==> src/rtl/alu_result_buffer_if.sv <==
// Handshake bundle between the ALU pipeline, the result buffer and its consumer.
// master = ALU producer/consumer side, slave = the buffer.
interface alu_result_buffer_if #(
    parameter int DATA_W = 8
);
    logic              in_valid;
    logic [DATA_W-1:0] in_result;
    logic              in_carry;
    logic              in_overflow;
    logic              in_zero;
    logic              in_negative;
    logic              in_ready;
    logic              out_valid;
    logic              out_ready;
    logic [DATA_W-1:0] out_result;
    logic [3:0]        out_flags;

    modport master (
        output in_valid, in_result, in_carry, in_overflow, in_zero, in_negative, out_ready,
        input  in_ready, out_valid, out_result, out_flags
    );

    modport slave (
        input  in_valid, in_result, in_carry, in_overflow, in_zero, in_negative, out_ready,
        output in_ready, out_valid, out_result, out_flags
    );
endinterface

==> src/rtl/alu_result_buffer.sv <==
// Small FIFO that buffers ALU results and flags for a stallable consumer, with
// sticky carry/overflow status and a saturating count of refused inputs.
module alu_result_buffer #(
    parameter int DATA_W = 8,
    parameter int DEPTH  = 4,
    parameter int CNT_W  = 8
) (
    input  logic                       clk,
    input  logic                       rst,
    alu_result_buffer_if.slave         bus,
    output logic [$clog2(DEPTH):0]     level,
    output logic                       sticky_carry,
    output logic                       sticky_ovf,
    input  logic                       clr_sticky,
    output logic [CNT_W-1:0]           drop_cnt
);
    localparam int AW    = $clog2(DEPTH);
    localparam int PTR_W = AW + 1;
    localparam int ENT_W = DATA_W + 4;
    localparam logic [PTR_W-1:0] LVL_ONE  = PTR_W'(1);
    localparam logic [PTR_W-1:0] LVL_LAST = PTR_W'(DEPTH - 1);
    localparam logic [CNT_W-1:0] CNT_MAX  = {CNT_W{1'b1}};

    typedef enum logic [1:0] {
        ST_EMPTY   = 2'd0,
        ST_PARTIAL = 2'd1,
        ST_FULL    = 2'd2
    } state_e;

    state_e                 state_q, state_d;
    logic [PTR_W-1:0]       wr_ptr_q, wr_ptr_d;
    logic [PTR_W-1:0]       rd_ptr_q, rd_ptr_d;
    logic [PTR_W-1:0]       level_q, level_d;
    logic                   sticky_carry_q, sticky_carry_d;
    logic                   sticky_ovf_q, sticky_ovf_d;
    logic [CNT_W-1:0]       drop_cnt_q, drop_cnt_d;
    logic [ENT_W-1:0]       mem_q [DEPTH];
    logic [ENT_W-1:0]       mem_d [DEPTH];
    logic                   push_s, pop_s, refuse_s;
    logic [ENT_W-1:0]       entry_s;
    logic [ENT_W-1:0]       head_s;

    // Handshake is decoded from registered state only; reset blocks acceptance.
    assign bus.in_ready  = (state_q != ST_FULL) & ~rst;
    assign bus.out_valid = (state_q != ST_EMPTY);
    assign push_s   = bus.in_valid & bus.in_ready;
    assign pop_s    = bus.out_valid & bus.out_ready;
    assign refuse_s = bus.in_valid & (state_q == ST_FULL);
    assign entry_s  = {bus.in_carry, bus.in_overflow, bus.in_zero, bus.in_negative, bus.in_result};

    assign head_s         = mem_q[rd_ptr_q[AW-1:0]];
    assign bus.out_result = head_s[DATA_W-1:0];
    assign bus.out_flags  = head_s[ENT_W-1:DATA_W];
    assign level          = level_q;
    assign sticky_carry   = sticky_carry_q;
    assign sticky_ovf     = sticky_ovf_q;
    assign drop_cnt       = drop_cnt_q;

    // Next-state logic: pointers, occupancy, FSM, storage, status.
    always_comb begin
        wr_ptr_d = wr_ptr_q;
        rd_ptr_d = rd_ptr_q;
        mem_d    = mem_q;
        if (push_s) begin
            wr_ptr_d = wr_ptr_q + PTR_W'(1);
            mem_d[wr_ptr_q[AW-1:0]] = entry_s;
        end else begin
            wr_ptr_d = wr_ptr_q;
        end
        if (pop_s) begin
            rd_ptr_d = rd_ptr_q + PTR_W'(1);
        end else begin
            rd_ptr_d = rd_ptr_q;
        end
        // Extra pointer MSB makes the difference span 0..DEPTH.
        level_d = wr_ptr_d - rd_ptr_d;

        state_d = state_q;
        case (state_q)
            ST_EMPTY: begin
                if (push_s) state_d = ST_PARTIAL;
                else        state_d = ST_EMPTY;
            end
            ST_PARTIAL: begin
                if (push_s && !pop_s && level_q == LVL_LAST)     state_d = ST_FULL;
                else if (pop_s && !push_s && level_q == LVL_ONE) state_d = ST_EMPTY;
                else                                             state_d = ST_PARTIAL;
            end
            ST_FULL: begin
                if (pop_s) state_d = ST_PARTIAL;
                else       state_d = ST_FULL;
            end
            default: state_d = ST_EMPTY;
        endcase

        // Set wins over a same-cycle clear.
        sticky_carry_d = (sticky_carry_q & ~clr_sticky) | (push_s & bus.in_carry);
        sticky_ovf_d   = (sticky_ovf_q & ~clr_sticky) | (push_s & bus.in_overflow);

        if (refuse_s && drop_cnt_q != CNT_MAX) begin
            drop_cnt_d = drop_cnt_q + CNT_W'(1);
        end else begin
            drop_cnt_d = drop_cnt_q;
        end
    end

    // Control and status registers with synchronous reset.
    always_ff @(posedge clk) begin
        if (rst) begin
            state_q        <= ST_EMPTY;
            wr_ptr_q       <= '0;
            rd_ptr_q       <= '0;
            level_q        <= '0;
            sticky_carry_q <= 1'b0;
            sticky_ovf_q   <= 1'b0;
            drop_cnt_q     <= '0;
        end else begin
            state_q        <= state_d;
            wr_ptr_q       <= wr_ptr_d;
            rd_ptr_q       <= rd_ptr_d;
            level_q        <= level_d;
            sticky_carry_q <= sticky_carry_d;
            sticky_ovf_q   <= sticky_ovf_d;
            drop_cnt_q     <= drop_cnt_d;
        end
    end

    // Entry storage; contents need no reset since occupancy gates visibility.
    always_ff @(posedge clk) begin
        mem_q <= mem_d;
    end
endmodule
==> src/flat_wrapper.sv <==
// flat-port wrapper written by rule: the top's interface ports become plain ports
module alu_result_buffer_flat 
#(
    parameter int DATA_W = 8,
    parameter int DEPTH  = 4,
    parameter int CNT_W  = 8
)
  (clk, rst, level, sticky_carry, sticky_ovf, clr_sticky, drop_cnt, bus_in_valid, bus_in_result, bus_in_carry, bus_in_overflow, bus_in_zero, bus_in_negative, bus_out_ready, bus_in_ready, bus_out_valid, bus_out_result, bus_out_flags);
  alu_result_buffer_if #(.DATA_W(DATA_W)) bus_i ();
  input  logic clk;
  input  logic rst;
  output logic [$clog2(DEPTH):0] level;
  output logic sticky_carry;
  output logic sticky_ovf;
  input  logic clr_sticky;
  output logic [CNT_W-1:0] drop_cnt;
  input wire logic [$bits(bus_i.in_valid)-1:0] bus_in_valid;
  input wire logic [$bits(bus_i.in_result)-1:0] bus_in_result;
  input wire logic [$bits(bus_i.in_carry)-1:0] bus_in_carry;
  input wire logic [$bits(bus_i.in_overflow)-1:0] bus_in_overflow;
  input wire logic [$bits(bus_i.in_zero)-1:0] bus_in_zero;
  input wire logic [$bits(bus_i.in_negative)-1:0] bus_in_negative;
  input wire logic [$bits(bus_i.out_ready)-1:0] bus_out_ready;
  output wire logic [$bits(bus_i.in_ready)-1:0] bus_in_ready;
  output wire logic [$bits(bus_i.out_valid)-1:0] bus_out_valid;
  output wire logic [$bits(bus_i.out_result)-1:0] bus_out_result;
  output wire logic [$bits(bus_i.out_flags)-1:0] bus_out_flags;
  assign bus_i.in_valid = bus_in_valid;
  assign bus_i.in_result = bus_in_result;
  assign bus_i.in_carry = bus_in_carry;
  assign bus_i.in_overflow = bus_in_overflow;
  assign bus_i.in_zero = bus_in_zero;
  assign bus_i.in_negative = bus_in_negative;
  assign bus_i.out_ready = bus_out_ready;
  assign bus_in_ready = bus_i.in_ready;
  assign bus_out_valid = bus_i.out_valid;
  assign bus_out_result = bus_i.out_result;
  assign bus_out_flags = bus_i.out_flags;
  alu_result_buffer #(.DATA_W(DATA_W), .DEPTH(DEPTH), .CNT_W(CNT_W)) u_core (.clk(clk), .rst(rst), .bus(bus_i), .level(level), .sticky_carry(sticky_carry), .sticky_ovf(sticky_ovf), .clr_sticky(clr_sticky), .drop_cnt(drop_cnt));
endmodule
==> config.mk <==
export PLATFORM = sky130hd
export DESIGN_NAME = alu_result_buffer_flat
export DESIGN_NICKNAME = d
export VERILOG_FILES = /design/src/rtl/alu_result_buffer_if.sv /design/src/rtl/alu_result_buffer.sv /design/src/flat_wrapper.sv
export SDC_FILE = /design/constraint.sdc
export NUM_CORES = 1
export LEC_CHECK = 0
export CAP_MARGIN = 30
export CORE_AREA = 2 2 80 82
export DETAILED_ROUTE_END_ITERATION = 16
export DIE_AREA = 0 0 82 84
export GPL_TIMING_DRIVEN = 0
export PLACE_DENSITY = 0.8
export SLEW_MARGIN = 20
export SYNTH_ARGS = -nofsm -noshare
export SYNTH_HDL_FRONTEND = slang
export SYNTH_SLANG_ARGS = --single-unit
==> constraint.sdc <==
create_clock -name clk -period 2.9 [get_ports clk]
set_input_delay 0.87 -clock clk [delete_from_list [all_inputs] [get_ports clk]]
set_output_delay 0.87 -clock clk [all_outputs]
set_load 0.01 [all_outputs]
Yosys cells after proc, flatten, opt, wreduce, memory -nomap -nowiden
Index checks and enable logic that the tools add are counted.
- memories: 0
- input bits: 17
- register bits after elaboration: 69
- ROM bits: 0
- memory bits (writable): 0
- bits in latches: 0
- logic and storage cells: 61
- output and inout port bits: 27
- $add $sub $neg: 4
- shift operators: 0
- $mul: 0
- muxes and demuxes: 13
- reductions and logical operators: 10
- eq/ne operators: 6
- divide/modulo/power cells: 0
- order comparisons: 3
- bitwise operators: 14
- operators with widths (cell ; count):
    $bwmux 48 ; 1
    $mux 12 ; 3
    $bmux 12 s2 ; 1
    $demux 12 s2 ; 1
    $add 8x1->8 const B ; 1
    $and 1x1->1 ; 8
    $ne 8x8->1 const B ; 1
    $add 3x1->3 const B ; 2
    $ge 3x3->1 const B ; 2
    $logic_and 1x1->1 ; 6
    $mux 3 ; 2
    $not 2->3 ; 2
    $pmux 2 s3 ; 1
    $mux 2 ; 2
    $eq 3x1->1 const B ; 1
    $eq 3x2->1 const B ; 1
    $lt 3x1->1 const B ; 1
    $sub 3x3->3 ; 1
    $eq 2x1->1 const B ; 1
    $eq 2x2->1 const B ; 1
    $logic_not 1->1 ; 2
    $logic_not 2->1 ; 1
    $mux 1 ; 2
    $ne 2x2->1 const B ; 1
    3 further kinds ; 5

Depth between registers and ports, before layout
Gate-level depths: netlist (run 1).
- word-level depth: 9
- gate-level depth with buffers: 8
- mapped depth without buffers: 8

Worst setup path before layout (run 1)
Ideal clock, no wire load.
- path type: input-to-reg
- from: in rst
- to: reg u_core.level_q[2] (netlist: u_core.level[2])
- required time: 2.779 ns
- arrival: 2.688 ns
- setup slack: 0.091 ns
- buffers on the path: 0
- stages: 6
- setup time: 0.121 ns
- cells stage by stage: nand2b_2 > nor2_2 > mux2_2 > fa_1 > xnor3_1 > mux2_4
- longest elaborated chain between the ends: 5
- ends and longest elaborated chain (what ; RTL line ; RTL):
    start: declaration ; flat_wrapper.sv:11 ; input logic rst;
    $not 1->1 ; alu_result_buffer.sv:44 ; assign bus.in_ready = (state_q != ST_FULL) & ~rst;
    $and 1x1->1 ; alu_result_buffer.sv:44 ;
    $and 1x1->1 ; alu_result_buffer.sv:46 ; assign push_s = bus.in_valid & bus.in_ready;
    $mux 3 ; alu_result_buffer.sv:64 ; if (push_s) begin
    net u_core.wr_ptr_d[1] ; alu_result_buffer.sv:31 ; logic [PTR_W-1:0] wr_ptr_q, wr_ptr_d;
    $sub 3x3->3 ; alu_result_buffer.sv:76 ; level_d = wr_ptr_d - rd_ptr_d;
    end signal: assignment ; alu_result_buffer.sv:121 ; level_q <= level_d;
    end: declaration ; alu_result_buffer.sv:33 ; logic [PTR_W-1:0] level_q, level_d;
The timed path passes the listed nets, and every way through them passes these cells.
A chain may end at the register's enable or synchronous reset.

Final worst setup path (run 1)
- from: reg u_core.rd_ptr_q[0]
- to: out bus_out_result[0]
- longest elaborated chain between the ends: 4
- ends and longest elaborated chain (what ; RTL line ; RTL):
    start: declaration ; alu_result_buffer.sv:32 ; logic [PTR_W-1:0] rd_ptr_q, rd_ptr_d;
    start signal: assignment ; alu_result_buffer.sv:120 ; rd_ptr_q <= rd_ptr_d;
    $not 2->3 (implied by the code) ; alu_result_buffer.sv:51 ; assign head_s = mem_q[rd_ptr_q[AW-1:0]];
    $bmux 12 s2 ; alu_result_buffer.sv:51 ;
    $mux 12 (implied by the code) (2 in a row) ; alu_result_buffer.sv:51 ;
    end: declaration ; flat_wrapper.sv:26 ; output wire logic [$bits(bus_i.out_result)-1:0] bus_out_result;
Every way passes these cells. The select of a mux whose other input is x is not followed.

==> results.py, run 1 <==
metrics = {
    "global_route": {
        "track_usage_pct": 16.02,
        "grt_util_met2_pct": 24.61,
        "grt_use_met1_pct": 19.82,
        "globalRouteOverflowTotal": 0,
        "grt_start_max_net_pins": 15,
        "grt_pass1_vias": 1650,
        "grt_pass1_wl_um": 7935,
        "grtUsageMet3_pct": 4.762,
        "antenna_found_initial": 0,
        "grt.busiest_layer": "met2",
    },
    "critical_path": {
        "critical_path.max_stage_delay_ps": 520,
        "cpLargestDelayFamily": "buffers and inverters",
        "r2r_start": "u_core.state_q[0]",
        "worst_path_max_delay_cell": "mux4_2",
        "crit_arrival_ps": 1940,
        "startpoint": "u_core.rd_ptr_q[0]",
        "required_ps": 2030,
        "start_kind": "flip-flop",
        "worst-path-buf-inv": 2,
        "end_kind": "primary output",
        "crit_fanout": 10,
        "path_class": "flip-flop to primary output",
        "crit_chain": "buf_8 > mux4_2 > clkdlybuf4s50_1",
    },
    "power": {
        "power_mw": 1.934,
        "combPwrFrac_pct": 10.1,
        "p_leak_nw": 1.225,
        "p_int_mw": 1.496,
        "swShare_pct": 22.64,
        "p_per_area_nw_per_um2": 544.6,
        "peakVddDrop_v": 0.0002979,
        "pwr-share-clk_pct": 33.3,
        "pwr-share-seq_pct": 56.6,
        "switchingPower_uw": 437.7,
    },
    "floorplan": {
        "die_area_um2": 6888,
        "fp.dieH_um": 84,
        "rows": 29,
        "start_util_pct": 46.16,
        "die_x_um": 82,
        "ios": 44,
        "core_area_um2": 6096,
    },
    "routing": {
        "postRouteAntennaNets": 0,
        "wl_per_cell_um": 15.48,
        "route.detailed.drc": 0,
        "vias": 1665,
        "viasPerCell": 5.252,
        "drt_wl_total_um": 4908,
        "drt_iter0_drc": 104,
        "first_pass_iters": 4,
    },
    "logic_synthesis": {
        "yosysWarnings": 0,
        "synth_cell_type_count": 39,
        "netlist_instances": 180,
        "synth_top_area_share_pct": 51.22,
        "async_flop_share_pct": 0,
        "synth_seq_cells": 69,
        "ys_seq_area_share_pct": 66.16,
        "synth_ff_type": "edfxtp_1",
        "synth-edff-count": 48,
        "yosys-top-cells-area": "edfxtp_1, dfxtp_1, mux4_2",
        "synth_largest_area_cell": "edfxtp_1",
        "avgSynthCellArea_um2": 15.63,
        "syn_area_um2": 2814,
        "synth_nets": 205,
    },
    "sta": {
        "hold_viol": 0,
        "setup-violations-final": 0,
        "slew_violations": 0,
        "hold_ws_ps": 550.1,
        "finalCriticalPeriod_ps": 2814,
        "rsz0062_at_grt": "false",
        "fmax_mhz": 355.3,
        "relSlewSlack_pct": 47.11,
        "fin_skew_ps": 9.308,
        "tightestPinTransition_ps": 792.5,
        "final_min_period_over_clock_period_pct": 97.05,
        "setup_ws_ps": 85.63,
        "tns_ps": 0,
    },
    "clock_tree": {
        "cts_tree": "built",
        "cts_sinks": 69,
        "clockBufferDepth": 2,
        "cts.reportedPaths.clkPinSlew_ps": 70,
        "htree_num_levels": 3,
        "cts_root_buf": "clkbuf_8",
        "numCtsBuffers": 9,
        "clk-insertion-delay-late_ps": 330,
        "cts_hold_buffers": 0,
    },
    "finish": {
        "area_growth_pct": 26.19,
        "multi_input_area_um2": 922.1,
        "drive_gt1_share_pct": 16.67,
        "nNetsFinal": 260,
        "seq_area_um2": 1866,
        "design_area_um2": 3551,
        "n_antenna_cell": 0,
        "fillCellCount": 475,
    },
    "min_path": {
        "min_from": "u_core.wr_ptr_q[2]",
        "min_path_type": "flip-flop to flip-flop",
    },
    "placement": {
        "dp_hpwl_um": 3355,
        "gp_congestion": 0.7442,
        "port_buffers": 43,
        "placed_area_um2": 3341,
        "pre_cts_ws_ps": -671.4,
    },
    "run_status": {
        "outcome": "complete, no violations",
    },
    "job": {
        "maxCapViolCount": 0,
    },
}
## through the flow
stage / std cells / utilization (%)
after floorplan: 180 / -
after global placement: 300 / 54.80
after detailed placement: 300 / 54.80
after CTS: 317 / 58.05
after global routing: 317 / 58.25
final: 317 / 58.25
## cell usage after synthesis, types with 4 or more instances
cell type / number
nor3_1: 7
nand2_1: 6
nor2b_1: 7
a21oi_1: 6
ha_1: 7
dfxtp_1: 21
inv_1: 5
mux2i_1: 4
mux4_2: 12
edfxtp_1: 48
nor2_1: 16
## path summary, 6_finish.rpt
check / slack [ps] / endpoint / cells after the start
setup / recovery: 90 / bus_out_result[0] / 3
hold reg to reg: 550 / u_core.wr_ptr_q[2] / 2
hold / removal: 550 / u_core.wr_ptr_q[2] / 2
setup reg to reg: 500 / u_core.level[2] / 8
## logic make-up after synthesis
logic type	synth area share, %
AO/OA/AOI/OAI	3.113
XOR/XNOR	2.357
adder cells (fa/ha/maj)	3.824
buffers and inverters	1.423
flip-flops	66.16
multiplexers	11.96
AND/OR/NAND/NOR	11.16
## cell usage in the layout, fill, tap and decap left out, drive strengths merged, types with 2 or more instances in the layout
cell and instances:
a21oi 6, and2 3, buf 3, clkbuf 12, clkdlybuf4s50 39, clkinv 5, clkinvlp 2, dfxtp 21
dlygate4sd2 3, edfxtp 48, ha 7, inv 5, mux2 2, mux2i 4, mux4 12, nand2 6
nand2b 2, nand3 3, nand3b 2, nand4 3, nor2 17, nor2b 8, nor3 7, xnor2 3
xor2 2
## routing by layer
metal / wire length, um / vias to the layer above
met5: 0 / -
met2: 2490 / 47
li1: - / 793
met1: 2078 / 813
met3: 238 / 12
met4: 100 / 0
## registers in the layout (all words and copies together) (netlist names)
register,cells
u_core.mem_q,48
u_core.drop_cnt,8
u_core.level,3
u_core.rd_ptr_q,3
u_core.wr_ptr_q,3
u_core.state_q,2
u_core.sticky_carry,1
u_core.sticky_ovf,1
## worst register-to-register path: cells and delay by family, from the launching register on
| family | cells | cell delay [ps] |
|---|---|---|
| fa+ha+maj | 2 | 570 |
| xor+xnor | 2 | 540 |
| simple gates | 2 | 440 |
| flops | 1 | 390 |
| mux | 1 | 300 |
| buf+inv | 1 | 50 |
## power groups by stage
stage / registers, mW / clock network (mW) / logic, mW
6_report: 1.09 / 0.644 / 0.195
3_3_place_gp: 1.11 / 0 / 0.189
3_5_place_dp: 1.12 / 0 / 0.192
2_1_floorplan: 1.11 / 0 / 0.0937
4_1_cts: 1.10 / 0.661 / 0.197
5_1_grt: 1.10 / 0.698 / 0.212
## final cells by class
type	count	area share, %
clock buffers	9	3.488
well taps	77	2.713
flip-flops and latches	69	52.54
inverters	5	0.5285
clock inverters	7	1.198
multi-input cells	101	25.97
plain buffers	5	1.268
repair buffers	44	12.30
## what timing repair did
action | CTS | global route
buffers inserted | 1 | 0
endpoints found under the setup margin | 11 | 10
pin swaps | 1 | 0
gates resized for setup | 12 | 5
(Power assumes the default switching activity.)
==> inputs of run 2 (changes only) <==
Settings changed: CAP_MARGIN 30 to not set.
==> results of run 2 <==
No change in the layout: final DEF, timing and power equal those of run 1.
